**src/rtl/cm_sort_ser.sv**
```systemverilog
// cm_sort_ser: serializes sorted result vectors from cm_sort into a
// valid/ready element stream. Incoming vectors land in a small ring of
// vector slots. Elements of the head slot are emitted one per beat, with
// their position and a last flag. Vectors that arrive while every slot is
// occupied are dropped, and the drops are counted.
module cm_sort_ser #(
    parameter int DCNT    = 8,   // elements per vector (>=2)
    parameter int DWIDTH  = 16,  // bits per element
    parameter int BUF_CNT = 2,   // vector slots in the ring (>=1)
    parameter int DESC    = 0    // 0: emit position 0 first, 1: position DCNT-1 first
) (
    input  logic                      i_clk,
    input  logic                      i_rst_n,
    input  logic                      i_vld,
    input  logic [DCNT*DWIDTH-1:0]    i_data,
    output logic                      o_vld,
    input  logic                      i_rdy,
    output logic [DWIDTH-1:0]         o_data,
    output logic [$clog2(DCNT)-1:0]   o_idx,
    output logic                      o_last,
    output logic                      o_ovf,
    output logic [7:0]                o_drop_cnt,
    output logic                      o_busy
);

    localparam int CW = $clog2(DCNT);
    localparam int PW = (BUF_CNT > 1) ? $clog2(BUF_CNT) : 1;
    localparam int OW = $clog2(BUF_CNT + 1);

    localparam logic [CW-1:0] CNT_LAST = CW'(DCNT - 1);
    localparam logic [PW-1:0] PTR_LAST = PW'(BUF_CNT - 1);
    localparam logic [OW-1:0] OCC_FULL = OW'(BUF_CNT);

    // Vector slots. They have no reset: contents are only read while the
    // slot is occupied.
    logic [DCNT*DWIDTH-1:0] slot_mem [BUF_CNT];

    logic [PW-1:0] wr_ptr_reg, wr_ptr_next;
    logic [PW-1:0] rd_ptr_reg, rd_ptr_next;
    logic [CW-1:0] cnt_reg, cnt_next;
    logic [OW-1:0] occ_reg, occ_next;
    logic          busy_reg;
    logic          ovf_reg;
    logic [7:0]    drop_cnt_reg, drop_cnt_next;

    logic              head_vld;
    logic              beat;
    logic              last_beat;
    logic              ring_full;
    logic              push;
    logic              drop;
    logic [CW-1:0]     pos;
    logic [DWIDTH-1:0] head_elem;
    logic [DCNT*DWIDTH-1:0] head_vec;
    logic [DWIDTH-1:0] elem_arr [DCNT];

    // The head slot is read combinationally. This lets a newly captured
    // vector appear on the next cycle. It also lets the next slot follow
    // o_last with no bubble.
    assign head_vec = slot_mem[rd_ptr_reg];

    generate
        for (genvar gi = 0; gi < DCNT; gi++) begin : g_elem
            assign elem_arr[gi] = head_vec[gi*DWIDTH +: DWIDTH];
        end
    endgenerate

    // In descending mode the counter still runs upward. Only the element
    // position it maps to is mirrored.
    assign pos       = (DESC != 0) ? (CNT_LAST - cnt_reg) : cnt_reg;
    assign head_elem = elem_arr[pos];

    assign head_vld  = (occ_reg != '0);
    assign beat      = head_vld && i_rdy;
    assign last_beat = beat && (cnt_reg == CNT_LAST);
    assign ring_full = (occ_reg == OCC_FULL);

    // A full ring still accepts a vector when the head slot is being freed
    // by its final beat in the same cycle.
    assign push = i_vld && (!ring_full || last_beat);
    assign drop = i_vld && ring_full && !last_beat;

    // Next-state for pointers, element counter, occupancy and drop counter.
    always_comb begin
        wr_ptr_next   = wr_ptr_reg;
        rd_ptr_next   = rd_ptr_reg;
        cnt_next      = cnt_reg;
        occ_next      = occ_reg;
        drop_cnt_next = drop_cnt_reg;

        if (beat) begin
            if (last_beat) begin
                cnt_next    = '0;
                rd_ptr_next = (rd_ptr_reg == PTR_LAST) ? '0 : rd_ptr_reg + 1'b1;
            end else begin
                cnt_next = cnt_reg + 1'b1;
            end
        end

        if (push) begin
            wr_ptr_next = (wr_ptr_reg == PTR_LAST) ? '0 : wr_ptr_reg + 1'b1;
        end

        case ({push, last_beat})
            2'b10:   occ_next = occ_reg + 1'b1;
            2'b01:   occ_next = occ_reg - 1'b1;
            default: occ_next = occ_reg;
        endcase

        if (drop && (drop_cnt_reg != 8'hFF)) begin
            drop_cnt_next = drop_cnt_reg + 1'b1;
        end
    end

    // Control state. Reset empties the ring and abandons any partly
    // emitted vector.
    always_ff @(posedge i_clk or negedge i_rst_n) begin
        if (!i_rst_n) begin
            wr_ptr_reg   <= '0;
            rd_ptr_reg   <= '0;
            cnt_reg      <= '0;
            occ_reg      <= '0;
            busy_reg     <= 1'b0;
            ovf_reg      <= 1'b0;
            drop_cnt_reg <= '0;
        end else begin
            wr_ptr_reg   <= wr_ptr_next;
            rd_ptr_reg   <= rd_ptr_next;
            cnt_reg      <= cnt_next;
            occ_reg      <= occ_next;
            busy_reg     <= (occ_next != '0);
            ovf_reg      <= drop;
            drop_cnt_reg <= drop_cnt_next;
        end
    end

    // Capture an accepted vector into the slot at the write pointer.
    always_ff @(posedge i_clk) begin
        if (push) begin
            slot_mem[wr_ptr_reg] <= i_data;
        end
    end

    // The element outputs are forced to zero while the ring is empty. This
    // keeps them at 0 in reset even though the slots themselves are not
    // cleared.
    assign o_vld      = head_vld;
    assign o_data     = head_vld ? head_elem : '0;
    assign o_idx      = head_vld ? pos : '0;
    assign o_last     = head_vld && (cnt_reg == CNT_LAST);
    assign o_ovf      = ovf_reg;
    assign o_drop_cnt = drop_cnt_reg;
    assign o_busy     = busy_reg;

endmodule

```
**config.mk**
```make
export PLATFORM = sky130hd
export DESIGN_NAME = cm_sort_ser
export DESIGN_NICKNAME = d
export VERILOG_FILES = /design/src/rtl/cm_sort_ser.sv
export SDC_FILE = /design/constraint.sdc
export NUM_CORES = 1
export LEC_CHECK = 0
export BUFFER_PORTS_ARGS = -buffer_cell sky130_fd_sc_hd__buf_2
export CORE_UTILIZATION = 35
export CTS_CLUSTER_DIAMETER = 150
export DETAILED_ROUTE_END_ITERATION = 7
export PLACE_DENSITY_LB_ADDON = 0.05
export SLEW_MARGIN = 10
export SYNTH_ARGS = -nofsm -noshare
export SYNTH_HDL_FRONTEND = slang
export SYNTH_SLANG_ARGS = --single-unit
```
**constraint.sdc**
```tcl
create_clock -name i_clk -period 10.7 [get_ports i_clk]
set_input_delay 2.675 -clock i_clk [delete_from_list [all_inputs] [get_ports i_clk]]
set_output_delay 2.675 -clock i_clk [all_outputs]
set_load 0.01 [all_outputs]
```
Yosys cells after proc, flatten, opt, wreduce, memory -nomap -nowiden --
Memory sizes are Yosys's and may differ from the RTL's. Index checks and enable logic that the tools add are counted.
Word-level totals: word-level logic and storage cells 45, register bits 17, output and inout port bits 31, bits of input ports 132, memories 1, RAM bits 256
Memories:
- slot_mem | words 2, width 128, read ports 1, clocked after memory_dff 0, wr ports 1, RTL line 36 | logic [DCNT*DWIDTH-1:0] slot_mem [BUF_CNT];
Cells by class: reduce and logical (&&, ||, !) cells 13, add/sub/neg operators 6, multiplexer cells 11, bitwise operators 1, equality and inequality tests 5, magnitude comparators 1
Operators with widths (count):
- 16-bit binary-select mux with 3-bit select | 1
- 16-bit two-way mux | 3
- 8-bit by 1-bit adder with 8-bit output, second input constant | 1
- 8-bit inequality test, second input constant | 1
- 1-bit logical AND | 7
- 3-bit two-way mux | 2
- 2-bit == test, second input constant | 2
- 4-bit greater-or-equal comparator, second input constant | 1
- 1-bit two-way mux | 4
- 3-bit NOT with 4-bit output | 1
- 2-bit case mux with 2 select lines | 1
- 2-bit nonzero test | 2
- 3-bit by 1-bit adder with 3-bit output, second input constant | 1
- 3-bit == test, second input constant | 1
- 1-bit adder, second input constant | 2
- 2-bit by 1-bit adder with 2-bit output, second input constant | 1
- 2-bit by 1-bit == test with 1-bit output, second input constant | 1
- 1-bit zero test | 2
- 2-bit AND reduction | 1
- 2-bit by 1-bit subtractor with 2-bit output, second input constant | 1
- 1-bit logical OR | 1

Logic depth before layout (Yosys ltp) --
Gate-level depths: netlist of the first run.
depth in word-level cells 8, depth in mapped cells 10, gate-level depth less buffers 10

Worst setup path before layout of the first run --
OpenSTA, ideal clock, no wires.
path kind input to register, from input i_rdy, to memory slot_mem[0][0] (netlist name) (enable), data arrival time 8.262 ns, setup slack 1.821 ns, stages 4, setup time 0.617 ns, data required time 10.083 ns, path buffers 0, path through nand2_1 > nand2_1 > nand2_1 > nor2_1
Between the ends: longest elaborated chain between the ends 6
RTL lines:
- from (decl) | RTL line 17 | input logic i_rdy,
- 1-bit logical AND | RTL line 74 | assign beat = head_vld && i_rdy;
- 1-bit logical AND | RTL line 75 | assign last_beat = beat && (cnt_reg == CNT_LAST);
- 1-bit logical OR | RTL line 80 | assign push = i_vld && (!ring_full || last_beat);
- 1-bit logical AND | RTL line 80
- 1-bit two-way mux | RTL line 139 | if (push) begin
- 1-bit two-way mux (not written as such) | RTL line 140 | slot_mem[wr_ptr_reg] <= i_data;
- to (decl) | RTL line 36
No other way between the ends.

Worst setup path in the final report of the first run --
from register rd_ptr_reg, to output o_data[1]
Between the ends: longest elaborated chain between the ends 5
RTL lines:
- from (decl) | RTL line 39 | logic [PW-1:0] rd_ptr_reg, rd_ptr_next;
- from (signal assigned) | RTL line 128 | rd_ptr_reg <= rd_ptr_next;
- memory read 2 x 128 bit
- 16-bit binary-select mux with 3-bit select | RTL line 71 | assign head_elem = elem_arr[pos];
- 16-bit two-way mux (not written as such) (2 in a row) | RTL line 71
- 16-bit two-way mux | RTL line 148 | assign o_data = head_vld ? head_elem : '0;
- to (decl) | RTL line 18 | output logic [DWIDTH-1:0] o_data,
No other way between the ends. The select of a mux whose other input is x is not followed.

==> results of run 1 <==
## per-layer routing
layer	global-route usage (%)	up-vias
li1	-	2781
met1	21.98	2972
met2	26.49	149
met3	3.303	39
met4	4.095	4
met5	0	-
## power by group through the flow
stage	Sequential, mW	Clock, mW	Combinational (mW)
after floorplan	1.58	0	0.797
after detailed placement	1.57	0	1.15
after global routing	1.57	1.11	1.24
after global placement	1.56	0	1.14
after CTS	1.55	1.08	1.16
final	1.55	1.04	1.12
## cell usage in the layout, fill, tap and decap left out, types with 2 or more instances in the layout
cell type,n
clkbuf_16,31
buf_2,162
mux2i_1,128
nor2_4,2
nor2_2,3
buf_4,8
a22oi_1,64
nor2b_1,3
xnor2_1,3
and3_1,2
mux2_2,3
clkbuf_1,10
nor2b_4,2
ha_1,4
clkinv_2,4
o21ai_1,4
dfrtp_1,16
edfxtp_1,256
xor2_1,5
o21ai_0,5
clkinv_1,6
nand3_1,32
diode_2,3
nand4_1,2
nand2b_1,3
nand2_1,24
inv_2,2
nor2_1,6
o31ai_1,2
bufinv_16,4
## logic make-up (layout without fill, tap and decap cells)
family          after synthesis  count (layout)  synth area share, %
other cells                   0               3                    0
xor+xnor                      8               8               0.6453
flops                       273             273                74.71
simple gates                 88              88                4.102
buf+inv                      35             231                2.926
compound gates               76              76                5.047
fa+ha+maj                     4               4               0.4609
mux                         131             131                12.11
## final cells by class
type / instances / area (um2)
fill: 2829 / 17610
inverter: 3 / 11.26
antenna: 3 / 7.507
tap: 396 / 495.5
sequential: 273 / 8117
clock buffer: 41 / 813.3
clock inverter: 17 / 198.9
timing repair buffer: 170 / 870.8
multi-input combinational: 307 / 2465
## final timing paths
| path | to | startpoint | slack (ns) |
|---|---|---|---|
| setup / recovery | o_data[1] | rd_ptr_reg | 5.06 |
| hold / removal | o_drop_cnt[0] | o_drop_cnt[0] | 0.51 |
| setup reg to reg | slot_mem[0][87] | cnt_reg[0] | 7.17 |
| hold reg to reg | o_drop_cnt[0] | o_drop_cnt[0] | 0.51 |
| max in group asynchronous | rd_ptr_reg | i_rst_n | 8.34 |
| min in group asynchronous | o_drop_cnt[6] | i_rst_n | 2.04 |
## through the flow
step	hold slack, ns	cell area [um2]	power (mW)	instances
4_1_cts	0.5208	12970	3.781	1207
6_report	0.5135	12980	3.714	1210
5_1_grt	0.5620	12970	3.921	1207
3_5_place_dp	0.5102	11960	2.723	1149
2_1_floorplan	0.4608	10860	2.381	615
3_3_place_gp	0.4980	11960	2.707	1149
==> flow_summary.ini, run 1 <==
[run_status]
status = completed

[min_path]
hold-path-cell-count = 1
hold_path_class = flip-flop to flip-flop

[die]
die_y_um = 178.1
core_area_um2 = 30590
die_x_um = 178.1
initial_core_util_pct = 35.50
num_io_pins = 163
num_rows = 64
dieArea_um2 = 31730

[timing]
fin_worst_skew_ns = 0.01148
slew_headroom_pct = 26.55
rsz0062_at_grt = false
hold_viol = 0
tightestPinTransition_ns = 1.102
min_period_ns = 5.636
report.final.setup_viol = 0
fin_ws_ns = 5.064
fmax_mhz = 177.4
maxSlewViolCount = 0
post-route-period-util_pct = 52.67
finalSetupTns_ns = 0

[yosys]
synthTopCellsByCount = edfxtp_1 (256), mux2i_1 (128), a22oi_1 (64)
ys_ff_latch = 273
synthCells = 615
yosys.area.top_type = edfxtp_1
ys_seq_area_share_pct = 74.71
synthArstFlopShare_pct = 6.227
synthesis.area_um2 = 10860
synth_area_leaders = edfxtp_1 (71%), mux2i_1 (12%), a22oi_1 (4.4%)
synth_top_area_share_pct = 70.79
yosysMostFrequentCell = edfxtp_1
synth_fp_nets = 751
synth_flop_cell = edfxtp_1
yosysUniqueCellTypes = 36
synth_edf_count = 256
yosys_warnings = 0
synth_area_per_cell_um2 = 17.66

[worst_setup_path]
critPathBufInv = 2
critPathTopFamily = buffers and inverters
path_cells = buf_4 > mux2i_1 > a22oi_1 > nand3_1 > nand2_1 > buf_2
critPathLaunchType = flip-flop
r2r_cells = 8
critPathKind = flip-flop to primary output
cp_slowest_cell = buf_4
cp.arrival_ns = 2.96
cp_max_fo = 61
slowest_delay_ns = 0.81
worstPathRequired_ns = 8.03
end_kind = primary output
crit_cells = 6

[clock_tree]
clock_path_buffers = 3
cts_resized = 0
clk_pin_slew_ns = 0.06
cts_hold_buf = 0
cts_root_buffer = clkbuf_16
cts_tree = built
post_cts_buffers = 0
insertion_delay_ns = 0.57
cts_made_buffers = 31
htreeDepth = 1
cts.sinks = 273

[power]
ir_drop_v = 0.0001541
pwr-share-clk_pct = 28.1
p_leak_nw = 4.811
p_sw_mw = 1.220
powerDensity_nw_per_um2 = 286.1
power.share.sequential_pct = 41.7
p_int_mw = 2.493
switching_share_pct = 32.86
p_comb_share_pct = 30.2

[placed_design]
gp_congestion = 0.6947
dp_slack_ns = 5.404
post-dp-hpwl_mm = 15.69
portBuffers = 162

[cells_and_area]
drive_gt1_share_pct = 28.61
finalNetCount = 922
synthToLayoutAreaGrowth_pct = 19.52
final_util_pct = 42.43
largest_register_ffs = 256

[drt]
top_layer = met5
finalWirelength_mm = 25.58
vias_per_cell = 4.913
met2_length_mm = 12.12
ant_nets = 0
drc_errors = 0
drt-initial-drc-count = 363
wl_met3_mm = 1.558
wl_per_cell_um = 21.14
met1_length_mm = 11.39
dr.pass1.iters = 4
num_vias = 5945

[grt]
grt_max_degree = 73
grt-ovfl-total = 0
grt_pass1_vias = 6265
grt_pass1_wl_mm = 37.99
antenna_found_initial = 5
grt_util_all_layers_pct = 16.21

[job]
cap_viol_max_count = 0
Power figures use the tool's default switching activity.
==> run 2, diff against run 1 <==
Clock period 10.7 ns to 4.76 ns, I/O delays scaled along.
==> flow_summary.ini, run 2 (synthesized netlist as in run 1, its figures left out) <==
[drt]
finalWirelength_mm = 25.71
num_vias = 5966
drc_errors = 0
vias_per_cell = 4.939
dr.pass1.iters = 4
wl_per_cell_um = 21.28
drt-initial-drc-count = 377
ant_nets = 0

[clock_tree]
cts.sinks = 273
insertion_delay_ns = 0.56
clk_pin_slew_ns = 0.06
cts_resized = 0
clock_path_buffers = 3
cts_root_buffer = clkbuf_16
post_cts_buffers = 0
cts_made_buffers = 31
cts_tree = built
htreeDepth = 1
cts_hold_buf = 0

[worst_setup_path]
critPathBufInv = 2
r2r_cells = 7
path_cells = nor2b_4 > buf_4 > a22oi_1 > nand3_1 > nand2_1 > buf_2
cp_slowest_cell = nor2b_4
end_kind = primary output
cp_max_fo = 17
critPathTopFamily = simple AND/OR/NAND/NOR gates
r2r-start = cnt_reg[0]
r2r_slack_ns = 2.18
worstPathRequired_ns = 3.57
critPathLaunchType = flip-flop
cp.arrival_ns = 2.70
r2r_end = slot_mem[0][116]
slowest_delay_ns = 0.61
critPathKind = flip-flop to primary output

[power]
power.share.sequential_pct = 41.9
switching_share_pct = 33.17
pwr-share-clk_pct = 27.0
p_int_mw = 5.534
ir_drop_v = 0.0004356
powerDensity_nw_per_um2 = 638.6
p_comb_share_pct = 31.1
p_sw_mw = 2.747
p_leak_nw = 4.811

[die]
initial_core_util_pct = 35.50
num_rows = 64
core_area_um2 = 30590
die_y_um = 178.1
dieArea_um2 = 31730
num_io_pins = 163
die_x_um = 178.1

[grt]
grt_pass1_vias = 6083
antenna_found_initial = 1
grt_max_degree = 129
grt_util_all_layers_pct = 16.09
grt-ovfl-total = 0
grt_pass1_wl_mm = 37.25

[timing]
maxSlewViolCount = 0
tightestPinTransition_ns = 1.022
slew_headroom_pct = 31.72
hold_viol = 0
finalSetupTns_ns = 0
min_period_ns = 3.892
fmax_mhz = 256.9
post-route-period-util_pct = 81.77
fin_worst_skew_ns = 0.01923
rsz0062_at_grt = false
report.final.setup_viol = 0

[cells_and_area]
largest_register_ffs = 256
final_util_pct = 42.39
layout_common_cells = edfxtp_1 (256), buf_2 (162), mux2i_1 (128)
finalNetCount = 923
diodes = 0
synthToLayoutAreaGrowth_pct = 19.40
final_common_cell = edfxtp_1
drive_gt1_share_pct = 28.69

[job]
cap_viol_max_count = 0

[min_path]
hold-path-cell-count = 1
hold_path_class = flip-flop to flip-flop
hold_end = o_drop_cnt[0]
worstHoldStart = o_drop_cnt[0]

[placed_design]
portBuffers = 162
gp_congestion = 0.7398
post-dp-hpwl_mm = 16.29

[run_status]
status = completed
[run 2: power groups by stage]
stage / clock network (mW) / registers (mW) / logic (mW)
2_1_floorplan: 0 / 3.50 / 1.80
3_3_place_gp: 0 / 3.49 / 2.62
3_5_place_dp: 0 / 3.52 / 2.65
4_1_cts: 2.30 / 3.47 / 2.65
5_1_grt: 2.40 / 3.52 / 2.81
6_report: 2.24 / 3.47 / 2.58
[run 2: how the worst max path moves through the flow]
stage	from	end	slack, ns	cells after the start
floorplan	i_rdy	slot_mem[0][0]	0.95	4
global placement	cnt_reg[0]	o_data[15]	1.39	6
detailed placement	cnt_reg[0]	o_data[15]	1.33	6
CTS	cnt_reg[0]	o_data[15]	0.72	6
global route	cnt_reg[0]	o_data[15]	0.65	6
finish	cnt_reg[0]	o_data[15]	0.87	6
[run 2: metrics by stage]
stage / hold WS [ns] / setup slack (ns) / instance area (um2) / total power, mW / cells
after floorplan: 0.4992 / 0.9526 / 10870 / 5.293 / 615
after global placement: 0.4955 / 1.389 / 12000 / 6.117 / 1150
after detailed placement: 0.5049 / 1.333 / 12000 / 6.164 / 1150
after CTS: 0.5172 / 0.7235 / 12970 / 8.421 / 1208
after global routing: 0.5398 / 0.6516 / 12970 / 8.728 / 1208
final: 0.5127 / 0.8676 / 12970 / 8.280 / 1208
[run 2: layout make-up]
cell class / count / area (um2)
clock buffers: 42 / 837.1
clock inverters: 16 / 125.1
flip-flops and latches: 273 / 8117
repair buffers: 171 / 915.9
multi-input cells: 307 / 2465
fillers: 2797 / 17620
well taps: 396 / 495.5
inverters: 3 / 11.26
[run 2: metal layers]
| metal | up-vias | part of all wire (%) | track usage (%) |
|---|---|---|---|
| met1 | 2988 | 44 | 22.36 |
| met3 | 29 | 5.3 | 2.749 |
| met5 | - | 0.051 | 0 |
| li1 | 2778 | - | - |
| met2 | 169 | 49 | 26.02 |
| met4 | 2 | 1.6 | 4.202 |
[run 2: worst reg2reg max path: cells and delay by family (launching register included)]
kind                     cells  cell delay [ns]
adder cells (fa/ha/maj)      2             0.43
buffers and inverters        1             0.48
flip-flops                   1             0.54
AND/OR/NAND/NOR              4             0.52
==> run 3, diff against run 2 <==
Settings changed: ABC_AREA set to 1.
Clock period 4.76 ns to 3.5 ns, I/O delays scaled along.
==> flow_summary.ini, run 3 <==
[power]
p_sw_mw = 4.720
p_leak_nw = 6.163
switching_share_pct = 37.45
power.share.sequential_pct = 37.3
powerDensity_nw_per_um2 = 889.4
p_int_mw = 7.884
p_comb_share_pct = 35.9
ir_drop_v = 0.0006110
pwr-share-clk_pct = 26.8

[die]
dieArea_um2 = 33900
num_io_pins = 163
die_x_um = 184.1
core_area_um2 = 32620
num_rows = 66
die_y_um = 184.1
initial_core_util_pct = 35.59

[grt]
grt_pass1_vias = 7789
grt_pass1_wl_mm = 46.69
antenna_found_initial = 1
grt_max_degree = 129
grt_util_all_layers_pct = 18.62
grt-ovfl-total = 0

[drt]
vias_per_cell = 4.612
drt-initial-drc-count = 410
drc_errors = 0
finalWirelength_mm = 32.07
num_vias = 7960
ant_nets = 0
wl_per_cell_um = 18.58
dr.pass1.iters = 5

[clock_tree]
cts_made_buffers = 31
cts_tree = built
clk_pin_slew_ns = 0.06
cts_hold_buf = 0
cts_root_buffer = clkbuf_16
insertion_delay_ns = 0.58
clock_path_buffers = 3
cts.sinks = 273
htreeDepth = 1
post_cts_buffers = 0

[yosys]
ys_seq_area_share_pct = 69.88
synth_edf_count = 256
ys_ff_latch = 273
yosys.area.top_type = edfxtp_1
synth_top_area_share_pct = 66.21
synth-simple-area-share_pct = 21.04
synthesis.area_um2 = 11610
synth_compound_area_share_pct = 1.110
synthAdderAreaFrac_pct = 0.4311
synth_flop_cell = edfxtp_1
synth_top_family_by_area = simple AND/OR/NAND/NOR gates
synth_area_per_cell_um2 = 10.60
synthArstFlopShare_pct = 6.227
yosysMostFrequentCell = nand2_1
synthXorXnorAreaFrac_pct = 0.7544
synth_fp_nets = 1231
synthMuxAreaShare_pct = 0
synthTopCellsByCount = nand2_1 (405), edfxtp_1 (256), nand3_1 (167)
yosysUniqueCellTypes = 23
synth_area_leaders = edfxtp_1 (66%), nand2_1 (13%), nand3_1 (7.2%)
yosys_warnings = 0
synthCells = 1095

[cells_and_area]
final.fill_count = 3115
largest_register_ffs = 256
layout_common_cells = nand2_1 (404), edfxtp_1 (256), nand3_1 (166)
drive_gt1_share_pct = 19.49
finalNetCount = 1394
multiInputGateArea_um2 = 2748
post-route-cell-area_um2 = 14170
final_common_cell = nand2_1
synthToLayoutAreaGrowth_pct = 22.07
final-seq-area_um2 = 8118
fin_cells = 1726

[timing]
fin_ws_ns = 0.09510
tightestPinTransition_ns = 0.5379
hold_slack_ns = 0.2405
fmax_mhz = 293.7
hold_viol = 0
finalSetupTns_ns = 0
post-route-period-util_pct = 97.28
report.final.setup_viol = 0
maxSlewViolCount = 0
fin_worst_skew_ns = 0.009515
rsz0062_at_grt = false
min_period_ns = 3.405
slew_headroom_pct = 64.14

[placed_design]
gp_congestion = 0.8410
dp_slack_ns = 0.5758
post-dp-hpwl_mm = 19.97
portBuffers = 162
placed_area_um2 = 13020
place_inst = 1665

[min_path]
hold_path_class = input pin to asynchronous set/reset pin

[worst_setup_path]
worstPathRequired_ns = 2.62
critPathKind = flip-flop to primary output
end_kind = primary output
critPathLaunchType = flip-flop
cp.arrival_ns = 2.53
cp_max_fo = 64

[job]
cap_viol_max_count = 0

[run_status]
status = completed
[run 3: cell types whose count changed after synthesis, moves of 6 or more]
cell,change
mux2i_1,-128
clkbuf_1,+6
buf_12,-7
buf_2,+23
a21oi_1,+18
nand2_1,+381
a22oi_1,-64
buf_1,+6
inv_1,+137
nand3_1,+135
[run 3: path summary, 6_finish.rpt]
check                                   end  slack (ns)     startpoint  cells after the start
max                               o_data[7]         0.1     rd_ptr_reg                      7
min                           o_drop_cnt[0]        0.24        i_rst_n                      1
max reg2reg                          o_busy        0.80     cnt_reg[0]                     11
min reg2reg                   o_drop_cnt[1]        0.54  o_drop_cnt[1]                      2
max in group asynchronous        rd_ptr_reg        2.92        i_rst_n                      1
min in group i_clk         slot_mem[1][100]        0.48    i_data[100]                      1
[run 3: cell families (layout without fill, tap and decap cells)]
family                     count (synthesis)  count (layout)
DFF                                      273             273
and+or+nand+nor                          587             587
other                                      0               1
buffers and inverters                    196             384
adders and majority gates                  4               4
AOI/OAI and AO/OA                         25              25
xor gates and xnor gates                  10              10
[run 3: timing repair]
item / 4_1_cts / 5_1_grt
endpoints found under the setup margin: 9 / 14
endpoints found under the hold margin: 0 / 0
gates cloned: 0 / 2
resized for setup: 1 / 8
[run 3: power by group through the flow]
stage,logic (mW),registers (mW),clock network (mW)
global route,5.00,4.76,3.59
global placement,4.46,4.74,0
detailed placement,4.45,4.74,0
finish,4.52,4.70,3.38
floorplan,2.68,4.74,0
CTS,4.47,4.68,3.46
[run 3: critical path: stages (launching register included)]
cell and delay [ns]:
dfrtp_4 0.59, clkbuf_16 0.31, nand2_1 0.12, nand3_1 0.08, nand3_1 0.16, nand3_1 0.21
a21oi_1 0.28, buf_2 0.18
[run 3: final cells by class]
class	count	share of cell area [%]
Antenna cell	1	0.01766
Clock buffer	35	5.580
Clock inverter	23	1.898
Inverter	142	3.955
Multi-Input combinational cell	626	19.39
Sequential cell	273	57.28
Tap cell	442	3.902
Timing Repair Buffer	184	7.981
[run 3: per-layer routing]
metal | vias up | part of all wire, % | track usage (%)
li1 | 3923 | - | -
met1 | 3796 | 45 | 24.48
met2 | 199 | 47 | 30.73
met3 | 42 | 6.5 | 4.742
met4 | 0 | 1.9 | 4.500
met5 | - | 0 | 0
[run 3: stage by stage]
| stage | total power [mW] | util (%) |
|---|---|---|
| 2_1_floorplan | 7.415 | - |
| 3_3_place_gp | 9.201 | 39.93 |
| 3_5_place_dp | 9.193 | 39.93 |
| 4_1_cts | 12.61 | 43.18 |
| 5_1_grt | 13.36 | 43.44 |
| 6_report | 12.60 | 43.45 |
